`src/rtl/mips_ctrl_pkg.sv`:
```
// mips_ctrl_pkg: MIPS opcode/funct/REGIMM constants, FSM states and datapath select encodings
package mips_ctrl_pkg;
  typedef enum logic [2:0] {FETCH, DECODE, EXEC, MEM, MULDIV, WB, HALT} state_t;
  localparam logic [5:0] OP_RTYPE = 6'h00, OP_REGIMM = 6'h01, OP_J = 6'h02, OP_JAL = 6'h03;
  localparam logic [5:0] OP_BEQ = 6'h04, OP_BNE = 6'h05, OP_BLEZ = 6'h06, OP_BGTZ = 6'h07;
  localparam logic [5:0] OP_ADDI = 6'h08, OP_ADDIU = 6'h09, OP_SLTI = 6'h0a, OP_SLTIU = 6'h0b;
  localparam logic [5:0] OP_ANDI = 6'h0c, OP_ORI = 6'h0d, OP_XORI = 6'h0e, OP_LUI = 6'h0f;
  localparam logic [5:0] OP_LB = 6'h20, OP_LH = 6'h21, OP_LW = 6'h23, OP_LBU = 6'h24, OP_LHU = 6'h25;
  localparam logic [5:0] OP_SB = 6'h28, OP_SH = 6'h29, OP_SW = 6'h2b;
  localparam logic [5:0] F_JR = 6'h08, F_JALR = 6'h09, F_MTHI = 6'h11, F_MTLO = 6'h13;
  localparam logic [5:0] F_MULT = 6'h18, F_MULTU = 6'h19, F_DIV = 6'h1a, F_DIVU = 6'h1b;
  localparam logic [4:0] RI_BLTZ = 5'h00, RI_BGEZ = 5'h01, RI_BLTZAL = 5'h10, RI_BGEZAL = 5'h11;
  localparam logic [1:0] ALU_ADD = 2'd0, ALU_CMP = 2'd1, ALU_FUNCT = 2'd2, ALU_ILOGIC = 2'd3;
  localparam logic [1:0] WB_ALU = 2'd0, WB_MEM = 2'd1, WB_LINK = 2'd2;
endpackage

```
`src/rtl/multicycle_control_decode.sv`:
```
// instr_decode: combinational instruction classification and datapath selects from IR fields
module instr_decode
  import mips_ctrl_pkg::*;
(
  input  logic [5:0] opcode,
  input  logic [5:0] function_code,
  input  logic [4:0] b_code,
  output logic       is_load,
  output logic       is_store,
  output logic       is_muldiv,
  output logic       is_branch,
  output logic       is_jump,
  output logic       writes_reg,
  output logic       wr_hi,
  output logic       wr_lo,
  output logic       alu_src,
  output logic       rd_select,
  output logic       imdt_sel,
  output logic [1:0] alu_op,
  output logic [1:0] wb_sel
);
  logic rtype, regimm, link, imm_logic, imm_alu;
  always_comb begin
    rtype      = opcode == OP_RTYPE;
    regimm     = opcode == OP_REGIMM;
    is_load    = opcode inside {OP_LB, OP_LH, OP_LW, OP_LBU, OP_LHU};
    is_store   = opcode inside {OP_SB, OP_SH, OP_SW};
    is_muldiv  = rtype && function_code inside {F_MULT, F_MULTU, F_DIV, F_DIVU};
    is_branch  = opcode inside {OP_BEQ, OP_BNE, OP_BLEZ, OP_BGTZ} ||
                 (regimm && b_code inside {RI_BLTZ, RI_BGEZ, RI_BLTZAL, RI_BGEZAL});
    is_jump    = opcode inside {OP_J, OP_JAL} || (rtype && function_code inside {F_JR, F_JALR});
    link       = opcode == OP_JAL || (rtype && function_code == F_JALR) ||
                 (regimm && b_code inside {RI_BLTZAL, RI_BGEZAL});
    imm_logic  = opcode inside {OP_SLTI, OP_SLTIU, OP_ANDI, OP_ORI, OP_XORI, OP_LUI};
    imm_alu    = imm_logic || opcode inside {OP_ADDI, OP_ADDIU};
    wr_hi      = rtype && function_code == F_MTHI;
    wr_lo      = rtype && function_code == F_MTLO;
    writes_reg = link || is_load || imm_alu ||
                 (rtype && !is_muldiv && !wr_hi && !wr_lo && function_code != F_JR);
    alu_op     = rtype ? ALU_FUNCT : is_branch ? ALU_CMP : imm_logic ? ALU_ILOGIC : ALU_ADD;
    alu_src    = imm_alu || is_load || is_store;
    rd_select  = rtype;
    imdt_sel   = opcode inside {OP_ANDI, OP_ORI, OP_XORI};
    wb_sel     = link ? WB_LINK : is_load ? WB_MEM : WB_ALU;
  end
endmodule

```
`src/rtl/multicycle_control.sv`:
```
// multicycle_control: multi-cycle MIPS control FSM with memory stalls, MULT/DIV busy period and delay slots
module multicycle_control
  import mips_ctrl_pkg::*;
#(
  parameter int MULT_CYCLES = 4,
  parameter int DIV_CYCLES  = 32,
  parameter int CNT_W       = 6
) (
  input  logic       clk,
  input  logic       rst_n,
  input  logic [5:0] opcode,
  input  logic [5:0] function_code,
  input  logic [4:0] b_code,
  input  logic       mem_waitrequest,
  input  logic       branch_taken,
  input  logic       jump_target_zero,
  output logic [2:0] state,
  output logic       active,
  output logic       ir_load,
  output logic       pc_write,
  output logic       pc_redirect,
  output logic       mem_read,
  output logic       mem_write,
  output logic       reg_write,
  output logic       hi_wren,
  output logic       lo_wren,
  output logic       muldiv_start,
  output logic       muldiv_busy,
  output logic [1:0] alu_op,
  output logic       alu_src,
  output logic       rd_select,
  output logic       imdt_sel,
  output logic [1:0] wb_sel
);
  localparam logic [CNT_W-1:0] MUL_LD = CNT_W'(MULT_CYCLES - 1);
  localparam logic [CNT_W-1:0] DIV_LD = CNT_W'(DIV_CYCLES - 1);
  state_t st, nx;
  logic [CNT_W-1:0] cnt;
  logic slot, slot_zero, pend, pend_zero, taken, sel_v;
  logic d_load, d_store, d_muldiv, d_branch, d_jump, d_wreg, d_hi, d_lo, d_src, d_rd, d_imdt;
  logic [1:0] d_alu, d_wb;
  instr_decode u_dec (
    .opcode(opcode), .function_code(function_code), .b_code(b_code),
    .is_load(d_load), .is_store(d_store), .is_muldiv(d_muldiv), .is_branch(d_branch),
    .is_jump(d_jump), .writes_reg(d_wreg), .wr_hi(d_hi), .wr_lo(d_lo), .alu_src(d_src),
    .rd_select(d_rd), .imdt_sel(d_imdt), .alu_op(d_alu), .wb_sel(d_wb)
  );
  assign taken = d_branch ? branch_taken : d_jump;
  always_ff @(posedge clk or negedge rst_n)
    if (!rst_n) begin
      st        <= FETCH;
      cnt       <= '0;
      slot      <= 1'b0;
      slot_zero <= 1'b0;
      pend      <= 1'b0;
      pend_zero <= 1'b0;
    end else begin
      st  <= nx;
      cnt <= (st == EXEC && d_muldiv) ? (function_code inside {F_DIV, F_DIVU} ? DIV_LD : MUL_LD) :
             (st == MULDIV && cnt != '0) ? cnt - 1'b1 : cnt;
      if (st == EXEC) begin
        pend      <= taken;
        pend_zero <= taken && jump_target_zero;
      end
      // the flag retiring here belongs to the instruction now in the slot
      if (st == WB) begin
        slot      <= pend;
        slot_zero <= pend_zero;
        pend      <= 1'b0;
        pend_zero <= 1'b0;
      end
    end
  always_comb begin
    nx = st;
    case (st)
      FETCH:   nx = mem_waitrequest ? FETCH : DECODE;
      DECODE:  nx = EXEC;
      EXEC:    nx = (d_load || d_store) ? MEM : d_muldiv ? MULDIV : WB;
      MEM:     nx = mem_waitrequest ? MEM : WB;
      MULDIV:  nx = cnt == '0 ? WB : MULDIV;
      WB:      nx = (slot && slot_zero) ? HALT : FETCH;
      default: nx = HALT;
    endcase
  end
  assign sel_v        = st inside {DECODE, EXEC, MEM, MULDIV, WB};
  assign state        = st;
  assign active       = st != HALT;
  assign ir_load      = st == FETCH && !mem_waitrequest;
  assign pc_write     = st == WB;
  assign pc_redirect  = st == WB && slot;
  assign mem_read     = st == FETCH || (st == MEM && d_load);
  assign mem_write    = st == MEM && d_store;
  assign reg_write    = st == WB && d_wreg;
  assign hi_wren      = (st == MULDIV && cnt == '0) || (st == WB && d_hi);
  assign lo_wren      = (st == MULDIV && cnt == '0) || (st == WB && d_lo);
  assign muldiv_start = st == EXEC && d_muldiv;
  assign muldiv_busy  = st == MULDIV;
  assign alu_op       = sel_v ? d_alu : 2'd0;
  assign alu_src      = sel_v && d_src;
  assign rd_select    = sel_v && d_rd;
  assign imdt_sel     = sel_v && d_imdt;
  assign wb_sel       = sel_v ? d_wb : 2'd0;
endmodule

```
`config.mk`:
```
export PLATFORM = sky130hd
export DESIGN_NAME = multicycle_control
export DESIGN_NICKNAME = d
export VERILOG_FILES = /design/src/rtl/mips_ctrl_pkg.sv /design/src/rtl/multicycle_control_decode.sv /design/src/rtl/multicycle_control.sv
export SDC_FILE = /design/constraint.sdc
export NUM_CORES = 1
export LEC_CHECK = 0
export BUFFER_PORTS_ARGS = -buffer_cell sky130_fd_sc_hd__buf_2
export CORE_UTILIZATION = 51
export CTS_CLUSTER_SIZE = 8
export DETAILED_ROUTE_END_ITERATION = 8
export PLACE_DENSITY = 0.82
export SLEW_MARGIN = 20
export SYNTH_ARGS = -nofsm -noshare
export SYNTH_HDL_FRONTEND = slang
export SYNTH_SLANG_ARGS = --single-unit
```
`constraint.sdc`:
```
create_clock -name clk -period 8.8 [get_ports clk]
set_input_delay 2.64 -clock clk [delete_from_list [all_inputs] [get_ports clk]]
set_output_delay 2.64 -clock clk [all_outputs]
set_load 0.02 [all_outputs]
```
# Word-level counts from Yosys, hierarchy flattened
# Index checks and enable logic that the tools add are counted.
# W data, S select, Z words.
# totals
reg_bits	13
out_inout_bits	21
elab_cells	134
# classes
addsub	1
n_eq_ne	41
muxes	22
n_reduce_logical	64
# op_table
cell	count
$eq A6 B4 Y1 const B	10
$eq A6 B6 Y1 const B	8
$eq A6 B5 Y1 const B	6
$logic_and A1 B1 Y1	26
$eq A6 B3 Y1 const B	4
$pmux W3 S6	1
$logic_or A1 B1 Y1	14
$reduce_bool A2 Y1	7
$eq A6 B2 Y1 const B	2
$logic_not A6 Y1	2
$mux W2	6
$mux W6	2
$reduce_bool A4 Y1	3
$reduce_bool A6 Y1	2
$eq A5 B5 Y1 const B	2
$reduce_bool A5 Y1	2
$mux W1	9
$mux W3	3
$eq A3 B2 Y1 const B	2
$eq A3 B3 Y1 const B	2
$eq A6 B1 Y1 const B	1
$ne A6 B4 Y1 const B	1
$reduce_bool A3 Y1	2
$sub A6 B1 Y6 const B	1
other kinds (7)	10

# Depth between registers and ports, before layout
# Gate-level depths: netlist (run 1).
# depth
ltp_word	10
mapped_depth	6

# Cells and area by module
# A second synthesis (run 1) with hierarchy kept.
# unflattened
cells_unflattened	149
area_unflattened_um2	1197.4
# modules_own_cells
mod	n_inst	cells_per_inst	area_each_um2	seq_area_each_um2
multicycle_control	1	105	903.4	325.3
instr_decode	1	44	294.0	0.0

# Least setup slack after synthesis (run 1)
# No wires, ideal clock.
# synth_timing
path_kind	input port to output port
startpoint	input port b_code[1]
endpoint	output port reg_write
arrival_time_ns	4.182
slack_ns	1.978
path_stages	4
n_path_buf	0
path_cell_list	or4b_4 or4b_1 o221a_2 o22ai_1
# synth_via
elab_chain_cells	8
word_cells_on_any_way	9
classes_between	2 x eq/ne; 7 x reduce/logical
# synth_rtl
item	line_no	rtl
start: declaration	multicycle_control.sv:13	input logic [4:0] b_code,
$eq A5 B5 Y1	multicycle_control_decode.sv:33	(regimm && b_code inside {RI_BLTZAL, RI_BGEZAL});
$reduce_bool A2 Y1 (*)	multicycle_control_decode.sv:33	
$logic_and A1 B1 Y1 (*)	multicycle_control_decode.sv:33	
$logic_or A1 B1 Y1 (*)	multicycle_control_decode.sv:32	link = opcode == OP_JAL || (rtype && function_code == F_JALR) ||
$logic_or A1 B1 Y1 (*) (3 in a row)	multicycle_control_decode.sv:38	writes_reg = link || is_load || imm_alu ||
$logic_and A1 B1 Y1 (*)	multicycle_control.sv:93	assign reg_write = st == WB && d_wreg;
end: declaration	multicycle_control.sv:24	output logic reg_write,
# Mark *: on every way between the ends. The rest lies on a longest branch, timed or not.

# Worst setup path after layout (run 1)
# layout_timing
startpoint	input port b_code[1]
endpoint	output port wb_sel[1]
# layout_via
elab_chain_cells	6
word_cells_on_any_way	7
classes_between	2 x eq/ne; 2 x mux; 3 x reduce/logical
# layout_rtl
item	line_no	rtl
$eq A5 B5 Y1	multicycle_control_decode.sv:33	
$reduce_bool A2 Y1 (*)	multicycle_control_decode.sv:33	
$logic_and A1 B1 Y1 (*)	multicycle_control_decode.sv:33	
$logic_or A1 B1 Y1 (*)	multicycle_control_decode.sv:32	
$mux W2 (*)	multicycle_control_decode.sv:44	wb_sel = link ? WB_LINK : is_load ? WB_MEM : WB_ALU;
$mux W2 (*)	multicycle_control.sv:102	assign wb_sel = sel_v ? d_wb : 2'd0;
end: declaration	multicycle_control.sv:33	output logic [1:0] wb_sel
# Marks and branches as above.

==> results.txt, run 1 <==
maximum net fanout on the critical path: 4
total of fill cells in the finished design: 184
maximum clock rate: 0.144 GHz
Detailed Place HPWL: 2080 microns
Clk Latency, worst-skew pair: 0.28 ns
type of the setup path with the least slack: in -> out
total die area: 2290 sq um
number of maximum-capacitance constraint violations: 0
Post-synth top flop: sky130_fd_sc_hd__dfrtp_1
total power divided by cell area: 230 nW/um^2
highest cell delay on the worst timing path: 0.55 ns
DR pass1 iterations: 4
Logic pwr share: 48.8%
cts hold-fix bufs: 0
number of standard cells after synthesis: 140
count of instances resized after the clock tree is built: 0
initial cell density of the core: 54.8%
area taken by flip-flops and latches: 325 sq um
final core utilization: 67.2%
clock slew at the register clock pins of the worst setup and hold paths: 0.08 ns
sum of negative setup slack: 0 ns
Sinks on Clock Net: 13
number of antenna cells inserted: 0
most common cell after layout, fill and taps aside: sky130_fd_sc_hd__buf_2
Row Count: 16
commonest non-fill, non-tap cells in the layout: sky130_fd_sc_hd__buf_2 (41), sky130_fd_sc_hd__nand2_1 (18), sky130_fd_sc_hd__dfrtp_1 (13)
path category of the worst min-delay check: reg -> reg
area of the core: 1960 sq um
fin. max-slew vios: 0
multi-input logic area: 701 sq um
Yosys cell types: 43
count of H-tree levels built during CTS: 1
total vias in the final route: 1179
clock share of power: 12.5%
final worst path period share: 78.9%
global route overflow: 0
proportion of register bits with asynchronous set or reset after synthesis: 100%
wire length of the first global-routing pass: 3830 microns
Synth Warn #: 0
Mapped Avg Cell Area: 7.68 sq um
share of total power in sequential cells: 38.7%
TritonCTS clock tree: built
Switching Fraction: 46.9%
sequential area share after synthesis: 30.3%
overall routed net length: 2660 microns
post-layout net count: 203
shortest clock period the worst path allows after layout: 6.94 ns
kind of capture point of the worst setup path: primary output
number of setup buffers added after CTS: 0
final hold violation count: 0
startpoint type of the worst setup path: input pin
Remaining DRCs: 0
DRC marker count from the first detailed-route iteration: 26
Hold Path Origin: pend
register bit count reported by yosys: 13
worst path cell trace: buf_2 > or4b_4 > or4b_1 > o221a_2 > nor3b_2 > buf_2
sum of buffers and inverters on the critical path: 2
outcome: complete, no violations
static leakage: 0.641 nW
count of buffers inserted at the top-level ports: 41
Rel. slew slack: 56.2%
synthesized area: 1070 sq um
largest net degree at the start of global routing: 16
Syn Nets: 163
Tightest Pin Transition: 0.651 ns
final weighted congestion in routability-driven placement: 0.774
vias in the first global route: 900
switching pwr: 0.142 mW
signed area change from the synthesized netlist to the final layout: 22.6%
vertical extent of the die: 47.9 microns
largest buffer count on any clock path: 2
overall track demand over capacity in global routing: 23.6%
average vias per placed instance: 5.72
data arrival time of the worst path: 4.30 ns
number of buffers created by CTS: 3
internal power: 0.161 mW
Worst IR Drop VDD: 177 uV
IO Pins: 43
Critical Path RT: 6.16 ns
share of final-layout standard cells stronger than drive strength 1: 29.1%
family with the most delay on the worst path: simple AND/OR/NAND/NOR gates
setup repair after global routing missed its margin: no
Die Span X: 47.9 microns
Setup crit start: b_code[1]
number of flops mapped to enable cells by yosys: 0
Crit path top cell by count: sky130_fd_sc_hd__buf_2
Finish-stage setup viols: 0
master of the slowest instance on the critical path: sky130_fd_sc_hd__or4b_4
number of nets with antenna violations after routing: 0
average wire per standard cell: 12.9 microns
antenna violations before repair: 0
critical register-to-register path startpoint: state[2]
clock skew: 0.00542 ns
buffer cell driving the clock tree root: sky130_fd_sc_hd__clkbuf_4
==> routing by layer <==
metal  track usage, %  wire [microns]  vias up
met5                0               0        -
met4             2.78               0        0
met3             6.04             167        0
met2             38.4            1260       37
met1             32.6            1240      546
li1                 -               -      596
==> power by group through the flow <==
stage	sequential [mW]	combinational, mW	clock (mW)
6_report	0.117	0.148	0.0378
2_1_floorplan	0.109	0.115	0
5_1_grt	0.123	0.166	0.0418
3_3_place_gp	0.116	0.143	0
3_5_place_dp	0.118	0.147	0
4_1_cts	0.117	0.148	0.0382
==> synth_stat cells, types with 2 or more instances <==
master / number / share of area (%)
sky130_fd_sc_hd__nand3b_1: 2 / 1.4
sky130_fd_sc_hd__a211oi_1: 2 / 1.4
sky130_fd_sc_hd__or2_2: 2 / 1.2
sky130_fd_sc_hd__o211ai_1: 2 / 1.4
sky130_fd_sc_hd__inv_1: 7 / 2.4
sky130_fd_sc_hd__xor2_1: 2 / 1.6
sky130_fd_sc_hd__a21o_1: 3 / 2.1
sky130_fd_sc_hd__and3_1: 3 / 1.7
sky130_fd_sc_hd__nand2_1: 18 / 6.3
sky130_fd_sc_hd__nand4_1: 5 / 2.9
sky130_fd_sc_hd__nor2b_1: 2 / 1.2
sky130_fd_sc_hd__mux2i_1: 2 / 1.9
sky130_fd_sc_hd__a21oi_1: 10 / 4.7
sky130_fd_sc_hd__nor4b_1: 3 / 2.4
sky130_fd_sc_hd__a211o_1: 2 / 1.6
sky130_fd_sc_hd__dfrtp_1: 13 / 30
sky130_fd_sc_hd__or3_1: 3 / 1.7
sky130_fd_sc_hd__and2_1: 2 / 1.2
sky130_fd_sc_hd__nand2b_1: 3 / 1.7
sky130_fd_sc_hd__clkbuf_1: 6 / 2.1
sky130_fd_sc_hd__nor3b_2: 2 / 2.3
sky130_fd_sc_hd__nand3_1: 4 / 1.9
sky130_fd_sc_hd__nor3_1: 11 / 5.1
sky130_fd_sc_hd__nor2_1: 12 / 4.2
==> through the flow <==
| step | hold slack [ns] | instances | setup WS (ns) | total power [mW] | area [sq um] |
|---|---|---|---|---|---|
| 2_1_floorplan | 0.439 | 140 | 1.98 | 0.223 | 1070 |
| 3_3_place_gp | 0.451 | 202 | 1.87 | 0.259 | 1290 |
| 3_5_place_dp | 0.461 | 202 | 1.87 | 0.265 | 1290 |
| 4_1_cts | 0.482 | 206 | 1.87 | 0.303 | 1320 |
| 5_1_grt | 0.510 | 206 | 1.76 | 0.331 | 1320 |
| 6_report | 0.474 | 206 | 1.86 | 0.303 | 1320 |
==> cell families (layout without fill, tap and decap cells) <==
logic type               count (synthesis)  count (layout)  share of synthesized area [%]
multiplexers                             2               2                           1.86
adder cells (fa/ha/maj)                  1               1                           1.16
AO/OA/AOI/OAI                           28              28                           17.6
flip-flops                              13              13                           30.3
AND/OR/NAND/NOR                         80              80                           42.1
XOR/XNOR                                 3               3                           2.45
buffers and inverters                   13              52                           4.54
==> worst paths after layout <==
kind                        endpoint  slack (ns)  cells past startpoint
max                        wb_sel[1]        1.86                      6
min                             slot        0.47                      2
max reg2reg                   cnt[2]        6.82                      4
min reg2reg                     slot        0.47                      2
max in group asynchronous     cnt[5]        6.34                      1
min in group asynchronous     cnt[2]        2.23                      1
==> state kept, by name, indices dropped and copies added, names as in the netlist <==
register and flops:
slot 1, state 3, slot_zero 1, cnt 6, pend 1, pend_zero 1
==> final cells by class <==
cell class | count | share of cell area (%)
multi-input cells | 114 | 53.2
clock buffers | 4 | 1.99
inverters | 7 | 1.99
repair buffers | 41 | 15.6
well taps | 27 | 2.56
flip-flops and latches | 13 | 24.7
==> worst reg2reg max path: cells and delay by family (launching register included) <==
kind	cells	cell delay [ns]
simple gates	3	1.26
flops	1	0.53
compound gates	1	0.06
No activity file was read; power rests on OpenSTA's default activity.
==> run 2, diff against run 1 <==
--- a/config.mk
+++ b/config.mk
@@ -6,10 +6,10 @@
 export NUM_CORES = 1
 export LEC_CHECK = 0
 export BUFFER_PORTS_ARGS = -buffer_cell sky130_fd_sc_hd__buf_2
-export CORE_UTILIZATION = 51
+export CORE_UTILIZATION = 43
 export CTS_CLUSTER_SIZE = 8
 export DETAILED_ROUTE_END_ITERATION = 8
-export PLACE_DENSITY = 0.82
+export PLACE_DENSITY = 0.73
 export SLEW_MARGIN = 20
 export SYNTH_ARGS = -nofsm -noshare
 export SYNTH_HDL_FRONTEND = slang
==> constraint.sdc (replaced) <==
create_clock -name clk -period 5.6 [get_ports clk]
set_input_delay 1.68 -clock clk [delete_from_list [all_inputs] [get_ports clk]]
set_output_delay 1.68 -clock clk [all_outputs]
set_load 0.02 [all_outputs]
==> results.txt, run 2 (synthesized netlist as in run 1, its figures left out) <==
outcome: complete, no violations
family with the most delay on the worst path: simple AND/OR/NAND/NOR gates
total die area: 2700 sq um (+18%)
master of the slowest instance on the critical path: sky130_fd_sc_hd__or4b_4
antenna violations before repair: 0 (unchanged)
total vias in the final route: 1192 (+1.1%)
Crit path top cell by count: sky130_fd_sc_hd__buf_2
area of the core: 2280 sq um (+16%)
DRC marker count from the first detailed-route iteration: 19 (-27%)
Finish-stage setup viols: 0 (unchanged)
Worst IR Drop VDD: 301 uV (+70%)
Row Count: 17 (+1)
register with the highest flop count: cnt
sum of buffers and inverters on the critical path: 2 (unchanged)
Rel. slew slack: 52.4% (-3.9 points)
number of maximum-capacitance constraint violations: 0 (unchanged)
share of final-layout standard cells stronger than drive strength 1: 29.4% (+0.39 points)
TritonCTS clock tree: built
path category of the worst min-delay check: reg -> reg
overall routed net length: 2780 microns (+4.3%)
DR pass1 iterations: 4 (unchanged)
final hold violation count: 0 (unchanged)
worst path cell trace: buf_2 > or4b_4 > or4b_1 > o221a_2 > nor3b_2 > buf_2
signed area change from the synthesized netlist to the final layout: 23.4%
setup repair after global routing missed its margin: no
count of buffers inserted at the top-level ports: 41 (unchanged)
Clk Latency, worst-skew pair: 0.28 ns (about the same)
number of setup buffers added after CTS: 0 (unchanged)
max FFs per register: 6 (unchanged)
type of the setup path with the least slack: in -> out
maximum net fanout on the critical path: 4 (unchanged)
clock slew at the register clock pins of the worst setup and hold paths: 0.08 ns (about the same)
initial cell density of the core: 47.2% (-7.6 points)
total of fill cells in the finished design: 232 (+26%)
Remaining DRCs: 0 (unchanged)
wire length of the first global-routing pass: 4390 microns (+15%)
highest cell delay on the worst timing path: 0.55 ns (about the same)
total power divided by cell area: 362 nW/um^2 (+57%)
average wire per standard cell: 13.4 microns (+3.3%)
kind of capture point of the worst setup path: primary output
data arrival time of the worst path: 3.38 ns (-0.92 ns)
most common cell after layout, fill and taps aside: sky130_fd_sc_hd__buf_2
number of buffers created by CTS: 3 (unchanged)
commonest non-fill, non-tap cells in the layout: sky130_fd_sc_hd__buf_2 (41), sky130_fd_sc_hd__nand2_1 (18), sky130_fd_sc_hd__dfrtp_1 (13)
overall track demand over capacity in global routing: 22.1% (-1.5 points)
Critical Path RT: 3.92 ns (-2.24 ns)
vias in the first global route: 1066 (+18%)
final worst path period share: 90.3%
buffer cell driving the clock tree root: sky130_fd_sc_hd__clkbuf_4
Die Span X: 52.0 microns (+8.5%)
Detailed Place HPWL: 2170 microns (+4.4%)
Post-Route Hold Slack: 0.474 ns (+0.000259 ns)
fin. max-slew vios: 0 (unchanged)
largest net degree at the start of global routing: 16 (unchanged)
count of instances resized after the clock tree is built: 0 (unchanged)
IO Pins: 43 (unchanged)
startpoint type of the worst setup path: input pin
maximum clock rate: 0.198 GHz
Tightest Pin Transition: 0.710 ns (+0.0588 ns)
count of H-tree levels built during CTS: 1 (unchanged)
cts hold-fix bufs: 0 (unchanged)
clock skew: 0.00172 ns (-0.00370 ns)
largest buffer count on any clock path: 2 (unchanged)
sum of negative setup slack: 0 ns (unchanged)
final weighted congestion in routability-driven placement: 0.860 (+11%)
average vias per placed instance: 5.73 (+0.13%)
Sinks on Clock Net: 13 (unchanged)
final core utilization: 58.3% (-8.9 points)
vertical extent of the die: 52.0 microns (+8.5%)
number of antenna cells inserted: 0 (unchanged)
number of nets with antenna violations after routing: 0 (unchanged)
static leakage: 0.647 nW (+0.83%)
post-layout net count: 204 (+0.49%)
global route overflow: 0 (unchanged)
shortest clock period the worst path allows after layout: 5.06 ns
-- run 2: cell count changes in the layout (fill, tap and decap cells not counted), sizes merged --
cell	change
buf	+1
-- run 2: worst paths after layout --
kind / start / end / slack (ns) / depth (start not counted)
max: b_code[1] / wb_sel[1] / 0.54 / 6
min: pend_zero / slot_zero / 0.47 / 2
max reg2reg: state[2] / cnt[2] / 3.64 / 4
min reg2reg: pend_zero / slot_zero / 0.47 / 2
max in group asynchronous: rst_n / state[1] / 4.11 / 1
min in group asynchronous: rst_n / cnt[0] / 1.26 / 1
-- run 2: layout make-up --
type | instances | area [sq um] | share of cell area (%)
inverter | 7 | 26.3 | 1.98
clock buffer | 4 | 26.3 | 1.98
multi-input combinational | 114 | 701 | 52.8
tap | 28 | 35.0 | 2.64
timing repair buffer | 42 | 213 | 16.0
sequential | 13 | 325 | 24.5
-- run 2: report_power, final --
group	switching (mW)	internal (mW)
registers	0.0544	0.130
logic	0.140	0.0953
clock network	0.0329	0.0277
-- run 2: worst min-delay path: cells and delay by family, from the launching register on --
kind | cells | cell delay, ns
AND/OR/NAND/NOR | 2 | 0.10
flip-flops | 1 | 0.35
-- run 2: through the flow --
stage	cell area, sq um	cells	worst slack [ns]	power, mW
final	1330	208	0.543	0.480
after global routing	1330	208	0.482	0.518
after CTS	1330	208	0.528	0.482
after detailed placement	1300	204	0.528	0.421
after global placement	1300	204	0.598	0.409
after floorplan	1070	140	0.698	0.351
-- run 2: per-layer routing --
layer	track usage (%)	vias to the layer above	share of wire, %
li1	-	594	-
met1	27.6	566	46
met2	36.8	27	49
met3	4.39	5	3.5
met4	9.01	0	1.1
met5	0	-	0
==> run 3, diff against run 2 <==
--- a/config.mk
+++ b/config.mk
@@ -9,7 +9,7 @@
 export CORE_UTILIZATION = 43
 export CTS_CLUSTER_SIZE = 8
 export DETAILED_ROUTE_END_ITERATION = 8
-export PLACE_DENSITY = 0.73
+export PLACE_DENSITY = 0.79
 export SLEW_MARGIN = 20
 export SYNTH_ARGS = -nofsm -noshare
 export SYNTH_HDL_FRONTEND = slang
==> results.txt, run 3 (synthesized netlist as in run 1, its figures left out) <==
outcome: complete, no violations
worst path cell trace: buf_2 > or4b_4 > or4b_1 > o221a_2 > nor3b_2 > buf_2
fin. max-slew vios: 0 (unchanged)
total die area: 2700 sq um (unchanged)
initial cell density of the core: 47.2% (unchanged)
path category of the worst min-delay check: reg -> reg
number of nets with antenna violations after routing: 0 (unchanged)
final hold violation count: 0 (unchanged)
total vias in the final route: 1217 (+2.1%)
overall power after layout: 0.479 mW (-0.23%)
number of antenna cells inserted: 0 (unchanged)
Clk Latency, worst-skew pair: 0.27 ns (about the same)
worst-case setup slack after placement: 0.584 ns (+0.0558 ns)
buffer cell driving the clock tree root: sky130_fd_sc_hd__clkbuf_4
crit path setup slack, layout: 0.569 ns (+0.0262 ns)
Rel. slew slack: 54.8% (+2.4 points)
DR pass1 iterations: 4 (unchanged)
hold-critical path endpoint: pend
multi-input logic area: 701 sq um (unchanged)
share of final-layout standard cells stronger than drive strength 1: 29.4% (unchanged)
Die Span X: 52.0 microns (unchanged)
Worst IR Drop VDD: 235 uV (-22%)
overall track demand over capacity in global routing: 21.5% (-0.66 points)
overall routed net length: 2740 microns (-1.2%)
family with the most delay on the worst path: simple AND/OR/NAND/NOR gates
post-detailed-placement cell area: 1300 sq um (unchanged)
Hold Path Depth: 1 (-1)
Finish-stage setup viols: 0 (unchanged)
clock skew: 0.00439 ns (+0.00266 ns)
vertical extent of the die: 52.0 microns (unchanged)
highest cell delay on the worst timing path: 0.54 ns (about the same)
clock slew at the register clock pins of the worst setup and hold paths: 0.08 ns (about the same)
critical register-to-register path startpoint: state[2]
sum of negative setup slack: 0 ns (unchanged)
number of maximum-capacitance constraint violations: 0 (unchanged)
Post-Route Hold Slack: 0.495 ns (+0.0207 ns)
antenna violations before repair: 0 (unchanged)
largest net degree at the start of global routing: 16 (unchanged)
type of the setup path with the least slack: in -> out
average vias per placed instance: 5.85 (+2.1%)
cts hold-fix bufs: 0 (unchanged)
master of the slowest instance on the critical path: sky130_fd_sc_hd__or4b_4
Crit path top cell by count: sky130_fd_sc_hd__buf_2
area taken by flip-flops and latches: 325 sq um (unchanged)
post-route cell area: 1330 sq um (unchanged)
maximum net fanout on the critical path: 4 (unchanged)
DRC marker count from the first detailed-route iteration: 30 (+11)
startpoint type of the worst setup path: input pin
final worst path period share: 89.8% (-0.47 points)
register with the highest flop count: cnt
Tightest Pin Transition: 0.674 ns (-0.0357 ns)
max FFs per register: 6 (unchanged)
Detailed Place HPWL: 2190 microns (+0.87%)
count of H-tree levels built during CTS: 1 (unchanged)
kind of capture point of the worst setup path: primary output
data arrival time of the worst path: 3.35 ns (-0.03 ns)
Row Count: 17 (unchanged)
wire length of the first global-routing pass: 4440 microns (+1.1%)
number of setup buffers added after CTS: 0 (unchanged)
global route overflow: 0 (unchanged)
Sinks on Clock Net: 13 (unchanged)
depth of the worst register-to-register path: 4 (unchanged)
number of buffers created by CTS: 3 (unchanged)
count of instances resized after the clock tree is built: 0 (unchanged)
total power divided by cell area: 361 nW/um^2 (-0.23%)
final weighted congestion in routability-driven placement: 0.821 (-4.5%)
maximum clock rate: 0.199 GHz (+0.52%)
critical register-to-register path endpoint: pend_zero
shortest clock period the worst path allows after layout: 5.03 ns (-0.0262 ns)
Critical Path RT: 3.92 ns (about the same)
area of the core: 2280 sq um (unchanged)
TritonCTS clock tree: built
count of buffers inserted at the top-level ports: 41 (unchanged)
vias in the first global route: 1051 (-1.4%)
most common cell after layout, fill and taps aside: sky130_fd_sc_hd__buf_2
sum of buffers and inverters on the critical path: 2 (unchanged)
Hold Path Origin: pend
average wire per standard cell: 13.2 microns (-1.2%)
signed area change from the synthesized netlist to the final layout: 23.4% (unchanged)
largest buffer count on any clock path: 2 (unchanged)
commonest non-fill, non-tap cells in the layout: sky130_fd_sc_hd__buf_2 (41), sky130_fd_sc_hd__nand2_1 (18), sky130_fd_sc_hd__dfrtp_1 (13)
setup repair after global routing missed its margin: no
static leakage: 0.647 nW (unchanged)
total of fill cells in the finished design: 223 (-3.9%)
post-layout net count: 204 (unchanged)
Remaining DRCs: 0 (unchanged)
IO Pins: 43 (unchanged)
worst setup slack for register-to-register paths: 3.72 ns (+0.08 ns)
run 3: cell type report:
cell class,instances,share of cell area (%)
clock buffer,4,1.98
inverter,7,1.98
multi-input combinational,114,52.8
sequential,13,24.5
tap,28,2.64
timing repair buffer,42,16.0
run 3: worst reg2reg max path, delay by kind of cell, from the launching register on:
family          cells  cell delay [ns]
compound gates      2             0.62
flops               1             0.54
simple gates        2             0.67
run 3: worst max-delay path by stage:
stage / start / end / cells after the start
4_1_cts: b_code[1] / wb_sel[1] / 6
6_report: b_code[1] / wb_sel[1] / 6
3_5_place_dp: b_code[1] / wb_sel[1] / 6
3_3_place_gp: b_code[1] / wb_sel[1] / 6
2_1_floorplan: b_code[1] / reg_write / 4
5_1_grt: b_code[1] / wb_sel[1] / 6
run 3: per-layer routing:
metal	GRT usage [%]	wire length, microns	up-vias
met1	26.9	1180	574
li1	-	-	594
met2	36.5	1370	49
met3	5.56	192	0
met5	0	0	-
met4	4.50	0	0
run 3: power breakdown:
part | total [mW] | switching (mW) | internal (mW)
Clock | 0.0563 | 0.0287 | 0.0276
Sequential | 0.187 | 0.0567 | 0.130
Combinational | 0.236 | 0.140 | 0.0953
run 3: per-stage QoR:
stage               util (%)  instances
floorplan                  -        140
global placement        57.1        204
detailed placement      57.1        204
CTS                     58.3        208
global route            58.3        208
finish                  58.3        208
